**src/rtl/rv_mem_pkg.sv**
```systemverilog
// rv_mem_pkg: shared constants, FSM state type and access-size helper for the memory stage.
package rv_mem_pkg;
    localparam int XLEN = 64;

    localparam logic [2:0] F3_LB  = 3'b000;
    localparam logic [2:0] F3_LH  = 3'b001;
    localparam logic [2:0] F3_LW  = 3'b010;
    localparam logic [2:0] F3_LD  = 3'b011;
    localparam logic [2:0] F3_LBU = 3'b100;
    localparam logic [2:0] F3_LHU = 3'b101;
    localparam logic [2:0] F3_LWU = 3'b110;
    localparam logic [2:0] F3_ILL = 3'b111;

    typedef enum logic [1:0] {IDLE, REQ, WAIT_R, DONE} state_e;

    function automatic logic [3:0] size_of(input logic [2:0] funct3);
        return 4'd1 << funct3[1:0];
    endfunction
endpackage

```
**src/rtl/mem_access_unit_if.sv**
```systemverilog
// mem_access_unit_if: data-memory request/grant/read-return handshake.
interface mem_access_unit_if;
    logic        req;
    logic        we;
    logic [63:0] addr;
    logic [63:0] wdata;
    logic [7:0]  wstrb;
    logic        gnt;
    logic        rvalid;
    logic [63:0] rdata;

    modport master (output req, we, addr, wdata, wstrb, input gnt, rvalid, rdata);
    modport slave  (input req, we, addr, wdata, wstrb, output gnt, rvalid, rdata);
endinterface

```
**src/rtl/mem_lane_align.sv**
```systemverilog
// mem_lane_align: byte-lane placement of store data/strobes and extraction plus extension of load data.
module mem_lane_align
    import rv_mem_pkg::*;
(
    input  logic [2:0]        off,
    input  logic [2:0]        funct3,
    input  logic [XLEN-1:0]   store_data,
    input  logic [XLEN-1:0]   rdata,
    output logic [XLEN-1:0]   wdata,
    output logic [XLEN/8-1:0] wstrb,
    output logic [XLEN-1:0]   load_data
);
    logic [XLEN-1:0] sh;
    logic [7:0]      mask;
    logic            sx;

    always_comb begin
        mask = 8'((16'd1 << size_of(funct3)) - 16'd1);
        wdata = store_data << {off, 3'b000};
        wstrb = mask << off;
        sh = rdata >> {off, 3'b000};
        sx = ~funct3[2];
        load_data = funct3[1:0] == F3_LB[1:0] ? {{56{sx & sh[7]}}, sh[7:0]} :
                    funct3[1:0] == F3_LH[1:0] ? {{48{sx & sh[15]}}, sh[15:0]} :
                    funct3[1:0] == F3_LW[1:0] ? {{32{sx & sh[31]}}, sh[31:0]} : sh;
    end
endmodule

```
**src/rtl/mem_access_unit.sv**
```systemverilog
// mem_access_unit: MEM-stage load/store FSM driving a variable-latency data-memory handshake.
module mem_access_unit
  import rv_mem_pkg::*;
#(parameter int TIMEOUT = 255)
(
  input  logic              clk,
  input  logic              rst,
  input  logic              pipeline_en,
  input  logic              ex_memRead,
  input  logic              ex_memWrite,
  input  logic [2:0]        ex_funct3,
  input  logic [XLEN-1:0]   ex_addr,
  input  logic [XLEN-1:0]   ex_storeData,
  mem_access_unit_if.master bus,
  output logic              mem_stall,
  output logic [XLEN-1:0]   me_outMem,
  output logic              me_misalign,
  output logic              me_timeout
);
  state_e          state_q, state_d;
  logic [XLEN-1:0] out_q, out_d, load_data;
  logic            mis_q, mis_d, to_q, to_d;
  logic            access, is_write, bad, expired;
  logic [2:0]      off;
  assign off = ex_addr[2:0];
  assign access = ex_memRead | ex_memWrite;
  assign is_write = ex_memWrite & ~ex_memRead;
  assign bad = ex_funct3 == F3_ILL || (is_write && ex_funct3[2]) ||
               (off & 3'(size_of(ex_funct3) - 4'd1)) != 3'd0;
  mem_lane_align u_align (
    .off        (off),
    .funct3     (ex_funct3),
    .store_data (ex_storeData),
    .rdata      (bus.rdata),
    .wdata      (bus.wdata),
    .wstrb      (bus.wstrb),
    .load_data  (load_data)
  );
  assign bus.req = state_q == REQ;
  assign bus.we = bus.req & is_write;
  assign bus.addr = {ex_addr[XLEN-1:3], 3'b000};
  assign mem_stall = state_q == REQ || state_q == WAIT_R || (state_q == IDLE && access);
  assign me_outMem = out_q;
  assign me_misalign = mis_q;
  assign me_timeout = to_q;
`ifdef MEM_TIMEOUT_EN
  logic [15:0] cnt_q, cnt_d;
  always_comb cnt_d = (state_q == REQ || state_q == WAIT_R) ? cnt_q + 16'd1 : '0;
  assign expired = cnt_q == 16'(TIMEOUT - 1);
  always_ff @(posedge clk) cnt_q <= rst ? '0 : cnt_d;
`else
  assign expired = 1'b0;
`endif
  always_comb begin
    state_d = state_q;
    out_d = out_q;
    mis_d = mis_q;
    to_d = to_q;
    case (state_q)
      IDLE: if (access) begin
        state_d = bad ? DONE : REQ;
        mis_d = bad;
        to_d = 1'b0;
        out_d = bad ? '0 : out_q;
      end
      REQ: if (bus.gnt) begin
        state_d = is_write ? DONE : WAIT_R;
        out_d = is_write ? '0 : out_q;
      end else if (expired) begin
        state_d = DONE;
        to_d = 1'b1;
        out_d = '0;
      end
      WAIT_R: if (bus.rvalid) begin
        state_d = DONE;
        out_d = load_data;
      end else if (expired) begin
        state_d = DONE;
        to_d = 1'b1;
        out_d = '0;
      end
      DONE: state_d = pipeline_en ? IDLE : DONE;
      default: state_d = IDLE;
    endcase
  end
  always_ff @(posedge clk) begin
    if (rst) begin
      state_q <= IDLE;
      out_q <= '0;
      mis_q <= 1'b0;
      to_q <= 1'b0;
    end else begin
      state_q <= state_d;
      out_q <= out_d;
      mis_q <= mis_d;
      to_q <= to_d;
    end
  end
endmodule

```
**src/flat_wrapper.sv**
```systemverilog
// flat-port wrapper written by rule: the top's interface ports become plain ports
module mem_access_unit_flat import rv_mem_pkg::*;
#(parameter int TIMEOUT = 255)
  (clk, rst, pipeline_en, ex_memRead, ex_memWrite, ex_funct3, ex_addr, ex_storeData, mem_stall, me_outMem, me_misalign, me_timeout, bus_req, bus_we, bus_addr, bus_wdata, bus_wstrb, bus_gnt, bus_rvalid, bus_rdata);
  mem_access_unit_if bus_i ();
  input  logic clk;
  input  logic rst;
  input  logic pipeline_en;
  input  logic ex_memRead;
  input  logic ex_memWrite;
  input  logic [2:0] ex_funct3;
  input  logic [XLEN-1:0] ex_addr;
  input  logic [XLEN-1:0] ex_storeData;
  output logic mem_stall;
  output logic [XLEN-1:0] me_outMem;
  output logic me_misalign;
  output logic me_timeout;
  output wire logic [$bits(bus_i.req)-1:0] bus_req;
  output wire logic [$bits(bus_i.we)-1:0] bus_we;
  output wire logic [$bits(bus_i.addr)-1:0] bus_addr;
  output wire logic [$bits(bus_i.wdata)-1:0] bus_wdata;
  output wire logic [$bits(bus_i.wstrb)-1:0] bus_wstrb;
  input wire logic [$bits(bus_i.gnt)-1:0] bus_gnt;
  input wire logic [$bits(bus_i.rvalid)-1:0] bus_rvalid;
  input wire logic [$bits(bus_i.rdata)-1:0] bus_rdata;
  assign bus_req = bus_i.req;
  assign bus_we = bus_i.we;
  assign bus_addr = bus_i.addr;
  assign bus_wdata = bus_i.wdata;
  assign bus_wstrb = bus_i.wstrb;
  assign bus_i.gnt = bus_gnt;
  assign bus_i.rvalid = bus_rvalid;
  assign bus_i.rdata = bus_rdata;
  mem_access_unit #(.TIMEOUT(TIMEOUT)) u_core (.clk(clk), .rst(rst), .pipeline_en(pipeline_en), .ex_memRead(ex_memRead), .ex_memWrite(ex_memWrite), .ex_funct3(ex_funct3), .ex_addr(ex_addr), .ex_storeData(ex_storeData), .bus(bus_i), .mem_stall(mem_stall), .me_outMem(me_outMem), .me_misalign(me_misalign), .me_timeout(me_timeout));
endmodule
```
**config.mk**
```make
export PLATFORM = sky130hd
export DESIGN_NAME = mem_access_unit_flat
export DESIGN_NICKNAME = d
export VERILOG_FILES = /design/src/rtl/rv_mem_pkg.sv /design/src/rtl/mem_access_unit_if.sv /design/src/rtl/mem_lane_align.sv /design/src/rtl/mem_access_unit.sv /design/src/flat_wrapper.sv
export SDC_FILE = /design/constraint.sdc
export NUM_CORES = 1
export LEC_CHECK = 0
export BUFFER_PORTS_ARGS = -buffer_cell sky130_fd_sc_hd__clkbuf_2
export CAP_MARGIN = 20
export CORE_AREA = 2 2 157 159
export DETAILED_ROUTE_END_ITERATION = 7
export DIE_AREA = 0 0 159 161
export HOLD_SLACK_MARGIN = 0.08
export PLACE_DENSITY = 0.63
export SKIP_CTS_REPAIR_TIMING = 1
export SLEW_MARGIN = 20
export SYNTH_ARGS = -nofsm -noshare
export SYNTH_HDL_FRONTEND = slang
export SYNTH_SLANG_ARGS = --single-unit
export TNS_END_PERCENT = 1
```
**constraint.sdc**
```tcl
create_clock -name clk -period 3.6 [get_ports clk]
set_input_delay 0 -clock clk [delete_from_list [all_inputs] [get_ports clk]]
set_output_delay 0 -clock clk [all_outputs]
set_load 0.01 [all_outputs]
```
==> results of run 1 <==
[report_power, final]
part           leakage (µW)  internal [µW]  switching (µW)
clock              0.000141            533             351
combinational       0.00324            606             916
sequential         0.000542            847            68.1
[cells in the mapped netlist (all sizes together), types with 2 or more instances]
cell / number / area, µm²
buf: 100 / 688
o211ai: 13 / 97.6
mux2: 39 / 439
a21o: 4 / 30.0
a211oi: 27 / 203
nand3: 12 / 60.1
o32ai: 10 / 87.6
nor2b: 14 / 87.6
nand3b: 3 / 22.5
a311oi: 2 / 35.0
dfxtp: 67 / 1340
a31o: 7 / 61.3
a21oi: 54 / 270
a22o: 22 / 193
clkbuf: 47 / 178
o21ai: 37 / 185
o2bb2ai: 6 / 52.6
o31ai: 3 / 22.5
a222oi: 2 / 20.0
nand2b: 8 / 50.1
nand2: 83 / 312
a21boi: 9 / 67.6
inv: 12 / 45.0
ha: 5 / 62.6
nor2: 75 / 282
mux4: 9 / 203
or2: 4 / 25.0
and2: 15 / 93.8
o311ai: 3 / 26.3
o221ai: 8 / 70.1
a32o: 21 / 210
mux2i: 88 / 881
o22ai: 13 / 81.3
[worst max-delay path: stages (launching register included)]
cell      delay [ns]
dfxtp_1         0.39
inv_1           0.09
ha_1            0.20
buf_4           0.18
a221o_1         0.38
a311oi_4        0.40
nand4_1         0.63
o32ai_1         0.47
[final cells by class]
type / instances / area, µm²
Fill cell: 2579 / 15300
Multi-Input combinational cell: 614 / 4380
Timing Repair Buffer: 358 / 2150
Sequential cell: 67 / 1340
Tap cell: 324 / 405
Clock buffer: 9 / 225
Clock inverter: 7 / 68.8
Inverter: 13 / 48.8
Antenna cell: 3 / 7.51
[sequential cells by signal, summed over array words and instances (netlist names)]
name and cells:
u_core.state_q 2, u_core.me_misalign 1, u_core.me_outMem 64
[kinds of logic (layout without fill, tap and decap cells)]
| group | count (synthesis) | in the layout | share of synthesized area (%) |
|---|---|---|---|
| AND/OR/NAND/NOR | 219 | 219 | 14.6 |
| other | 1 | 7 | 0.0568 |
| adder cells (fa/ha/maj) | 5 | 5 | 0.947 |
| flip-flops | 67 | 67 | 20.3 |
| AO/OA/AOI/OAI | 250 | 250 | 27.2 |
| multiplexers | 136 | 136 | 23.1 |
| buffers and inverters | 160 | 387 | 13.8 |
[per-stage QoR]
stage | cell area, µm² | util, % | hold slack [ns] | cells
after floorplan | 6620 | - | 0.0918 | 841
after global placement | 7710 | 32.2 | 0.0000686 | 1315
after detailed placement | 7710 | 32.2 | 0.0000686 | 1315
after CTS | 8000 | 33.4 | 0.0000686 | 1331
after global routing | 8620 | 36.0 | 0.0864 | 1394
final | 8620 | 36.0 | 0.0734 | 1395
[metal layers]
metal / global-route usage (%) / part of all wire [%] / wire (µm)
met5: 0 / 0.076 / 23
met1: 25.5 / 38 / 11600
met2: 38.4 / 51 / 15500
met4: 8.72 / 2.4 / 739
met3: 5.14 / 7.9 / 2400
[worst max-delay path by stage]
stage,startpoint,endpoint,slack (ns)
global route,u_core.state_q[0]$_SDFFE_PP0P_,u_core.me_outMem[36]$_SDFFE_PP0P_,0.54
CTS,u_core.state_q[0]$_SDFFE_PP0P_,u_core.me_outMem[39]$_SDFFE_PP0P_,0.80
detailed placement,ex_funct3[0],u_core.me_outMem[40]$_SDFFE_PP0P_,0.76
floorplan,ex_funct3[1],u_core.me_outMem[46]$_SDFFE_PP0P_,1.17
global placement,ex_funct3[0],u_core.me_outMem[42]$_SDFFE_PP0P_,0.82
finish,u_core.state_q[0]$_SDFFE_PP0P_,u_core.me_outMem[39]$_SDFFE_PP0P_,0.77
==> results.md, run 1 <==
* Hold Crit Start: bus_rdata[61]
* Starting density of the core at 27.6%
* Max IR drop VDD at 195 µV
* Clock latency at the later pin of the worst-skew pair at 0.34 ns
* Initial antenna violation count at 5
* Status: complete, no violations
* CP max FO at 15
* Area delta synth->final at 30.5%
* Yosys reg bits at 67
* Longest Clk Path Bufs at 2
* Measured slew at the worst slew-check pin at 1.03 ns
* Reg2reg start: u_core.state_q[0]$_SDFFE_PP0P_
* Tot Pwr at 3320 µW
* Synth warn at 0
* Setup TNS at 0 ns
* Gr usage total at 21.8%
* FFs w/ async S/R, synth at 0%
* Max-slew headroom at 31.1%
* Gr ovfl total at 0
* DIE HEIGHT at 161 µm
* Cell area power density at 385 nW/µm²
* Placeable Area at 24000 µm²
* Number of synthesized flops with an enable pin at 0
* Clk sinks at 67
* Synthesized cell area at 6600 µm²
* # DRC at 0
* First-pass GRT wire length at 43000 µm
* Drt pass-1 iters at 5
* Worst Path Class, Setup: reg -> reg
* H-Tree Depth at 3
* Seq/Total Area, Yosys at 20.3%
* Hold endpoint: u_core.me_outMem[29]$_SDFFE_PP0P_
* Distinct cell type count after synthesis at 56
* Hold Path Depth at 4
* Setup WS pre-CTS at 0.759 ns
* Layout Skew at 0.00825 ns
* Port-buffer cells at 280
* Max-slew violations at 0
* Layout cells sized above 1 at 35.7%
* Hpwl dp at 22700 µm
* Vias in the first global route at 6912
* Commonest cells after routing, fill and taps aside: 278 x clkbuf_2, 88 x mux2i_1, 83 x nand2_1, 72 x nor2_1, 67 x dfxtp_1
* Commonest non-fill, non-tap cell in the layout: clkbuf_2
* Root Buffer: clkbuf_16
* Vias per Instance at 5.39
* Final setup viols at 0
* FF-to-FF path depth at 7
* Average size of a mapped cell at 7.88 µm²
* Unrepaired setup endpoints after global routing: no
* CTS tree: done
* # IOs at 407
* Critical Path RT at 3.83 ns
* Worst min path class: in -> reg
* Rows at 57
* Reg2Reg Setup Slack at 0.77 ns
* Die footprint at 25600 µm²
* Cts bufs inserted at 9
* Antenna Violating Nets Remaining at 0
* CP Launch Type: register
* Primary FF master, synth: dfxtp_1
* Nets at 1270
* Leak pwr at 0.00392 µW
* Min Tclk post-route at 2.83 ns
* Final Hold Fails at 0
* Die width at 159 µm
* Setup ws final at 0.765 ns
* GPL Wtd Cong at 0.883
* FF-to-FF End: u_core.me_outMem[39]$_SDFFE_PP0P_
* CP arrival at 3.07 ns
* Final WL at 30200 µm
* Worst Setup End Kind: register
* Max cap viols at 0
* Vias at 7516
* Post-DR wirelength/cell at 21.7 µm
* Cells after Synth at 838
* Pin count of the biggest net entering global routing at 78
* Period utilization at 78.7%
* Drt first-iter violations at 601
* Clock transition at path regs at 0.06 ns
* Highest clock rate at 0.353 GHz
No activity file was read; power rests on OpenSTA's default activity.
==> run 2: changes to the inputs <==
--- a/config.mk
+++ b/config.mk
@@ -5,13 +5,14 @@
 export SDC_FILE = /design/constraint.sdc
 export NUM_CORES = 1
 export LEC_CHECK = 0
+export ABC_AREA = 1
 export BUFFER_PORTS_ARGS = -buffer_cell sky130_fd_sc_hd__clkbuf_2
 export CAP_MARGIN = 20
 export CORE_AREA = 2 2 157 159
 export DETAILED_ROUTE_END_ITERATION = 7
 export DIE_AREA = 0 0 159 161
 export HOLD_SLACK_MARGIN = 0.08
-export PLACE_DENSITY = 0.63
+export PLACE_DENSITY = 0.67
 export SKIP_CTS_REPAIR_TIMING = 1
 export SLEW_MARGIN = 20
 export SYNTH_ARGS = -nofsm -noshare
==> constraint.sdc (replaced) <==
create_clock -name clk -period 2.5 [get_ports clk]
set_input_delay 0 -clock clk [delete_from_list [all_inputs] [get_ports clk]]
set_output_delay 0 -clock clk [all_outputs]
set_load 0.01 [all_outputs]
==> run 2 against run 1 <==
  * Non-clock buffer count is 11 higher
  * Total power is 56% higher
  * Register-to-register slack worse by 0.52 ns
  * Clock power is 57% higher
  * Routed wire length is 3.8% higher
  * Sequential power is 48% higher
  * Via count is 19% higher
  * Combinational power is 61% higher
  * Worst hold slack worse by 0.011 ns
  * Final cell count is 27% higher
  * Utilization is 2.5 points higher
==> results.md, run 2 <==
* Port-buffer cells at 280 (unchanged)
* Max IR drop VDD at 376 µV (+92%)
* Top-count cell post-synth: nand2_1
* Area delta synth->final at 28.5%
* Die footprint at 25600 µm² (unchanged)
* Pin count of the biggest net entering global routing at 68 (-13%)
* Antenna Violating Nets Remaining at 0 (unchanged)
* GPL Wtd Cong at 0.946 (+7.2%)
* Util after Layout at 38.4% (+2.5 points)
* Number of synthesized flops with an enable pin at 0 (unchanged)
* Clock latency at the later pin of the worst-skew pair at 0.33 ns (about the same)
* Gr usage total at 22.6% (+0.82 points)
* Yosys reg bits at 67 (unchanged)
* Layout Skew at 0.00564 ns (-0.00262 ns)
* Period utilization at 90.1% (+11 points)
* Rows at 57 (unchanged)
* Drt pass-1 iters at 6 (+1)
* Vias in the first global route at 7846 (+14%)
* Reg2Reg Setup Slack at 0.25 ns (-0.52 ns)
* Clock transition at path regs at 0.05 ns (about the same)
* CP max FO at 33 (+18)
* Unrepaired setup endpoints after global routing: no
* Layout cells sized above 1 at 28.4% (-7.3 points)
* Most frequent CP cell: inv_1
* Commonest cells post-synth: 350 x nand2_1, 119 x o21ai_0, 113 x nand3_1, 113 x nor2_1, 73 x buf_4
* Largest register FFs at 64 (unchanged)
* Longest Clk Path Bufs at 2 (unchanged)
* Max-slew violations at 0 (unchanged)
* Commonest cells after routing, fill and taps aside: 349 x nand2_1, 278 x clkbuf_2, 119 x o21ai_0, 113 x nand3_1, 113 x nor2_1
* Cell area power density at 563 nW/µm² (+46%)
* Initial antenna violation count at 4 (-1)
* CP Launch Type: register
* Critical-path cell list: inv_1 -> ha_1 -> inv_1 -> or2_1 -> nand3_2 -> nor2_1 -> nand2_2 -> buf_4 -> buf_6 -> nand2_1 -> a21oi_2
* Worst min path class: in -> reg
* Final setup viols at 0 (unchanged)
* CP arrival at 2.50 ns (-0.57 ns)
* Average size of a mapped cell at 5.89 µm² (-25%)
* Vias per Instance at 5.05 (-6.3%)
* Root Buffer: clkbuf_16
* Nets at 1647 (+30%)
* Leak pwr at 0.00444 µW (+13%)
* Slowest stage delay, CP at 0.33 ns (-0.30 ns)
* Synthesized cell area at 7170 µm² (+8.5%)
* Post-DR wirelength/cell at 17.7 µm (-18%)
* Worst Path Class, Setup: reg -> reg
* Gr ovfl total at 0 (unchanged)
* H-Tree Depth at 3 (unchanged)
* Die width at 159 µm (unchanged)
* FFs w/ async S/R, synth at 0% (unchanged)
* # DRC at 0 (unchanged)
* # IOs at 407 (unchanged)
* Setup TNS at 0 ns (unchanged)
* Seq/Total Area, Yosys at 18.7% (-1.6 points)
* Min Tclk post-route at 2.25 ns (-0.582 ns)
* Cts bufs inserted at 9 (unchanged)
* Cells after Synth at 1217 (+45%)
* Area fraction of the dominant cell type after synthesis at 18.7% (-1.6 points)
* Drt first-iter violations at 909 (+51%)
* Vias at 8950 (+19%)
* Final WL at 31400 µm (+3.8%)
* Measured slew at the worst slew-check pin at 1.04 ns (+0.00549 ns)
* Clk sinks at 67 (unchanged)
* Placeable Area at 24000 µm² (unchanged)
* Primary FF master, synth: dfxtp_1
* CTS tree: done
* DIE HEIGHT at 161 µm (unchanged)
* Status: complete, no violations
* Starting density of the core at 29.9% (+2.4 points)
* Synth area leaders: dfxtp_1 19%, nand2_1 18%, o21ai_0 8.3%, nand3_1 7.9%, buf_4 7.6%
* Synth warn at 0 (unchanged)
* Critical Path RT at 2.75 ns (-1.08 ns)
* Synth area leader: dfxtp_1
* Hpwl dp at 24600 µm (+8.4%)
* First-pass GRT wire length at 45400 µm (+5.6%)
* Distinct cell type count after synthesis at 39 (-30%)
* Max cap viols at 0 (unchanged)
* Worst Setup End Kind: register
* Highest clock rate at 0.444 GHz (+26%)
* Final Hold Fails at 0 (unchanged)
* Max-slew headroom at 30.8% (-0.29 points)
* Slowest-stage cell, CP: dfxtp_1
* Commonest non-fill, non-tap cell in the layout: nand2_1
==> run 2: cell count changes in the layout (fill, tap and decap cells not counted), sizes merged, moves of 25 or more <==
cell / previous run / this run
nand3: 12 / 116
mux2i: 88 / 29
inv: 13 / 58
a211oi: 27 / 2
o21ai: 37 / 121
nor2: 75 / 116
mux2: 39 / 0
nand2: 83 / 386
a21oi: 54 / 79
==> run 2: final timing paths <==
path	start	to	cells past startpoint
min	ex_memWrite	u_core.me_misalign$_SDFFE_PP0P_	3
max reg2reg	u_core.state_q[0]$_SDFFE_PP0P_	u_core.me_outMem[45]$_SDFFE_PP0P_	11
max	u_core.state_q[0]$_SDFFE_PP0P_	u_core.me_outMem[45]$_SDFFE_PP0P_	11
min reg2reg	u_core.me_outMem[15]$_SDFFE_PP0P_	u_core.me_outMem[15]$_SDFFE_PP0P_	2
==> run 2: per-layer routing <==
metal | part of all wire, % | track usage, % | routed length, µm
met1 | 41 | 28.2 | 13000
met2 | 48 | 37.7 | 15100
met3 | 7.6 | 4.70 | 2390
met4 | 3.1 | 10.1 | 964
met5 | 0 | 0 | 0
==> run 2: final cells by class <==
cell class,instances,area (µm²)
clock buffer,12,256
tap,324,405
timing repair buffer,369,2270
multi-input combinational,933,4630
sequential,67,1340
clock inverter,4,72.6
inverter,60,228
antenna,4,10.0
fill,2633,14800
==> run 2: worst max-delay path, delay by kind of cell, from the launching register on <==
family | cells | cell delay [ns]
buffers and inverters | 4 | 0.85
DFF | 1 | 0.33
and+or+nand+nor | 5 | 0.63
adders and majority gates | 1 | 0.21
AOI/OAI and AO/OA | 1 | 0.14
==> run 2: logic make-up after synthesis <==
group | share of synthesized area [%]
AO/OA/AOI/OAI | 21.5
AND/OR/NAND/NOR | 37.9
other | 0.0523
multiplexers | 4.05
buffers and inverters | 16.9
flip-flops | 18.7
adder cells (fa/ha/maj) | 0.873
==> run 2: report_power, final <==
| group | switching (µW) | internal (µW) | leakage [µW] |
|---|---|---|---|
| registers | 113 | 1240 | 0.000543 |
| clock network | 463 | 926 | 0.000159 |
| logic | 1570 | 877 | 0.00373 |
==> run 2: metrics by stage <==
step           worst slack, ns  power [µW]  cell area (µm²)  hold slack, ns  cells
6_report                 0.247        5190             9210          0.0625   1773
5_1_grt                 0.0490        5500             9210           0.126   1773
4_1_cts                  0.175        5060             8580        -0.00576   1707
3_5_place_dp             0.178        3670             8250       0.0000686   1691
3_3_place_gp             0.280        3650             8250       0.0000686   1691
2_1_floorplan            0.471        3010             7180          0.0918   1220
==> run 3: changes to the inputs <==
--- a/config.mk
+++ b/config.mk
@@ -5,14 +5,14 @@
 export SDC_FILE = /design/constraint.sdc
 export NUM_CORES = 1
 export LEC_CHECK = 0
-export ABC_AREA = 1
+export ABC_AREA = 0
 export BUFFER_PORTS_ARGS = -buffer_cell sky130_fd_sc_hd__clkbuf_2
 export CAP_MARGIN = 20
 export CORE_AREA = 2 2 157 159
 export DETAILED_ROUTE_END_ITERATION = 7
 export DIE_AREA = 0 0 159 161
 export HOLD_SLACK_MARGIN = 0.08
-export PLACE_DENSITY = 0.67
+export PLACE_DENSITY = 0.65
 export SKIP_CTS_REPAIR_TIMING = 1
 export SLEW_MARGIN = 20
 export SYNTH_ARGS = -nofsm -noshare
==> run 3 against run 2 <==
  * Fmax shrank 5.1%
  * Sequential power barely moved
  * Via count is 15% lower
  * Die area stayed put
  * Utilization shrank 1.8 points
  * Sequential cell count did not move
  * Count of clock-buffer cells in the layout is 1 lower
  * Critical path depth decreased by 3
  * Sequential share of layout area grew 0.70 points
  * Setup slack got worse by 0.12 ns
  * Cell area down 4.6%
  * Worst hold slack improved by 0.011 ns
==> results.md, run 3 (synthesis results as in run 1) <==
* Die footprint at 25600 µm² (unchanged)
* Vias in the first global route at 7152 (-8.8%)
* Commonest non-fill, non-tap cell in the layout: clkbuf_2
* Placeable Area at 24000 µm² (unchanged)
* H-Tree Depth at 3 (unchanged)
* Post-DR wirelength/cell at 21.9 µm (+24%)
* Area delta synth->final at 33.1%
* Highest clock rate at 0.421 GHz (-5.1%)
* Wire length on met1 at 12000 µm (-7.4%)
* Gr ovfl total at 0 (unchanged)
* Antenna Violating Nets Remaining at 0 (unchanged)
* Leak pwr at 0.00401 µW (-9.6%)
* Final setup viols at 0 (unchanged)
* Vias per Instance at 5.40 (+6.9%)
* Pin count of the biggest net entering global routing at 63 (-7.4%)
* Drt pass-1 iters at 5 (-1)
* Clk pwr share at 27.0% (+0.2 points)
* Met3 WL post-DR at 2190 µm (-8.4%)
* Die width at 159 µm (unchanged)
* Internal power at 3080 µW (+1.3%)
* Worst min path class: in -> reg
* Drt first-iter violations at 602 (-34%)
* Starting density of the core at 27.6% (-2.4 points)
* Worst Setup End Kind: register
* Max-slew violations at 0 (unchanged)
* CP Launch Type: register
* Layout Skew at 0.00622 ns (+0.000587 ns)
* Final WL at 30800 µm (-1.9%)
* Worst Path Class, Setup: reg -> reg
* CP max FO at 33 (unchanged)
* Hpwl dp at 23300 µm (-5.1%)
* Root Buffer: clkbuf_16
* Sequential share of power at 26.2% (about the same)
* # DRC at 0 (unchanged)
* First-pass GRT wire length at 43900 µm (-3.3%)
* Switching pwr at 1970 µW (-8.0%)
* Measured slew at the worst slew-check pin at 0.873 ns (-0.165 ns)
* Status: complete, no violations
* GPL Wtd Cong at 0.922 (-2.6%)
* CTS tree: done
* Period utilization at 95.0% (+4.8 points)
* Critical Path RT at 2.78 ns (+0.03 ns)
* Unrepaired setup endpoints after global routing: no
* Setup TNS at 0 ns (unchanged)
* Max-slew headroom at 41.6% (+11 points)
* # IOs at 407 (unchanged)
* Clock transition at path regs at 0.06 ns (about the same)
* DIE HEIGHT at 161 µm (unchanged)
* Initial antenna violation count at 4 (unchanged)
* Clock latency at the later pin of the worst-skew pair at 0.34 ns (about the same)
* Combinational power share at 46.8% (-0.3 points)
* CP arrival at 2.65 ns (+0.15 ns)
* Tot Pwr at 5060 µW (-2.5%)
* Sw Share at 39.0% (-2.3 points)
* Reg2Reg Setup Slack at 0.13 ns (-0.12 ns)
* Cell area power density at 575 nW/µm² (+2.2%)
* Vias at 7590 (-15%)
* Largest register FFs at 64 (unchanged)
* Final Hold Fails at 0 (unchanged)
* Clk sinks at 67 (unchanged)
* Longest Clk Path Bufs at 2 (unchanged)
* Commonest cells after routing, fill and taps aside: 278 x clkbuf_2, 88 x mux2i_1, 83 x nand2_1, 72 x nor2_1, 67 x dfxtp_1
* Cts bufs inserted at 9 (unchanged)
* Rows at 57 (unchanged)
* Port-buffer cells at 280 (unchanged)
* Gr usage total at 22.4% (-0.24 points)
* Max IR drop VDD at 289 µV (-23%)
* Highest metal used: met5
* WL met2 at 15400 µm (+2.2%)
* Max cap viols at 0 (unchanged)
* Min Tclk post-route at 2.37 ns (+0.121 ns)
* Nets at 1282 (-22%)
* Layout cells sized above 1 at 36.2% (+7.8 points)
-- run 3: changes by cell type in the layout (fill, tap and decap cells not counted), moves of 30 or more --
cell and delta:
mux2_2 +39, nand2_1 -266, a21oi_2 -30, nand3_1 -101
nor2_1 -41, nand2_2 -36, o21ai_0 -83, inv_1 -45
mux2i_1 +59
-- run 3: critical path, stage by stage (launching register included) --
cell and delay, ns:
dfxtp_1 0.38, inv_1 0.08, ha_1 0.24, a221o_1 0.39, a311oi_4 0.38, buf_4 0.19
and4_1 0.24, buf_12 0.21, a32o_1 0.18
-- run 3: path summary, 6_finish.rpt --
check / from / to / cells past startpoint
setup / recovery: u_core.state_q[1]$_SDFFE_PP0P_ / u_core.me_outMem[48]$_SDFFE_PP0P_ / 8
hold / removal: bus_rdata[62] / u_core.me_outMem[62]$_SDFFE_PP0P_ / 4
setup reg to reg: u_core.state_q[1]$_SDFFE_PP0P_ / u_core.me_outMem[48]$_SDFFE_PP0P_ / 8
hold reg to reg: u_core.me_outMem[7]$_SDFFE_PP0P_ / u_core.me_outMem[7]$_SDFFE_PP0P_ / 2
-- run 3: area by class of cell --
type	count	area [µm²]
Fill cell	2537	15200
Timing Repair Buffer	370	2300
Clock buffer	11	233
Antenna cell	2	5.00
Tap cell	324	405
Clock inverter	5	77.6
Multi-Input combinational cell	614	4380
Sequential cell	67	1340
Inverter	13	48.8
-- run 3: power by group through the flow --
stage	logic [µW]	registers, µW	clock network [µW]
2_1_floorplan	1360	1380	0
5_1_grt	2530	1340	1430
4_1_cts	2200	1320	1380
3_3_place_gp	2160	1350	0
3_5_place_dp	2190	1340	0
6_report	2360	1320	1370
-- run 3: layer usage --
metal	track usage (%)	up-vias
li1	-	3488
met1	26.3	3626
met2	38.9	404
met3	4.26	68
met4	11.4	4
met5	0	-
-- run 3: stage by stage --
stage	instance area [µm²]	cells	util, %	setup WS [ns]	hold WS, ns
2_1_floorplan	6620	841	-	0.0672	0.0918
3_3_place_gp	7840	1324	32.7	0.125	0.0000686
3_5_place_dp	7840	1324	32.7	0.0520	0.0000686
6_report	8790	1406	36.7	0.126	0.0739
4_1_cts	8150	1340	34.0	0.0935	0.0000686
5_1_grt	8780	1405	36.7	0.00709	0.0895
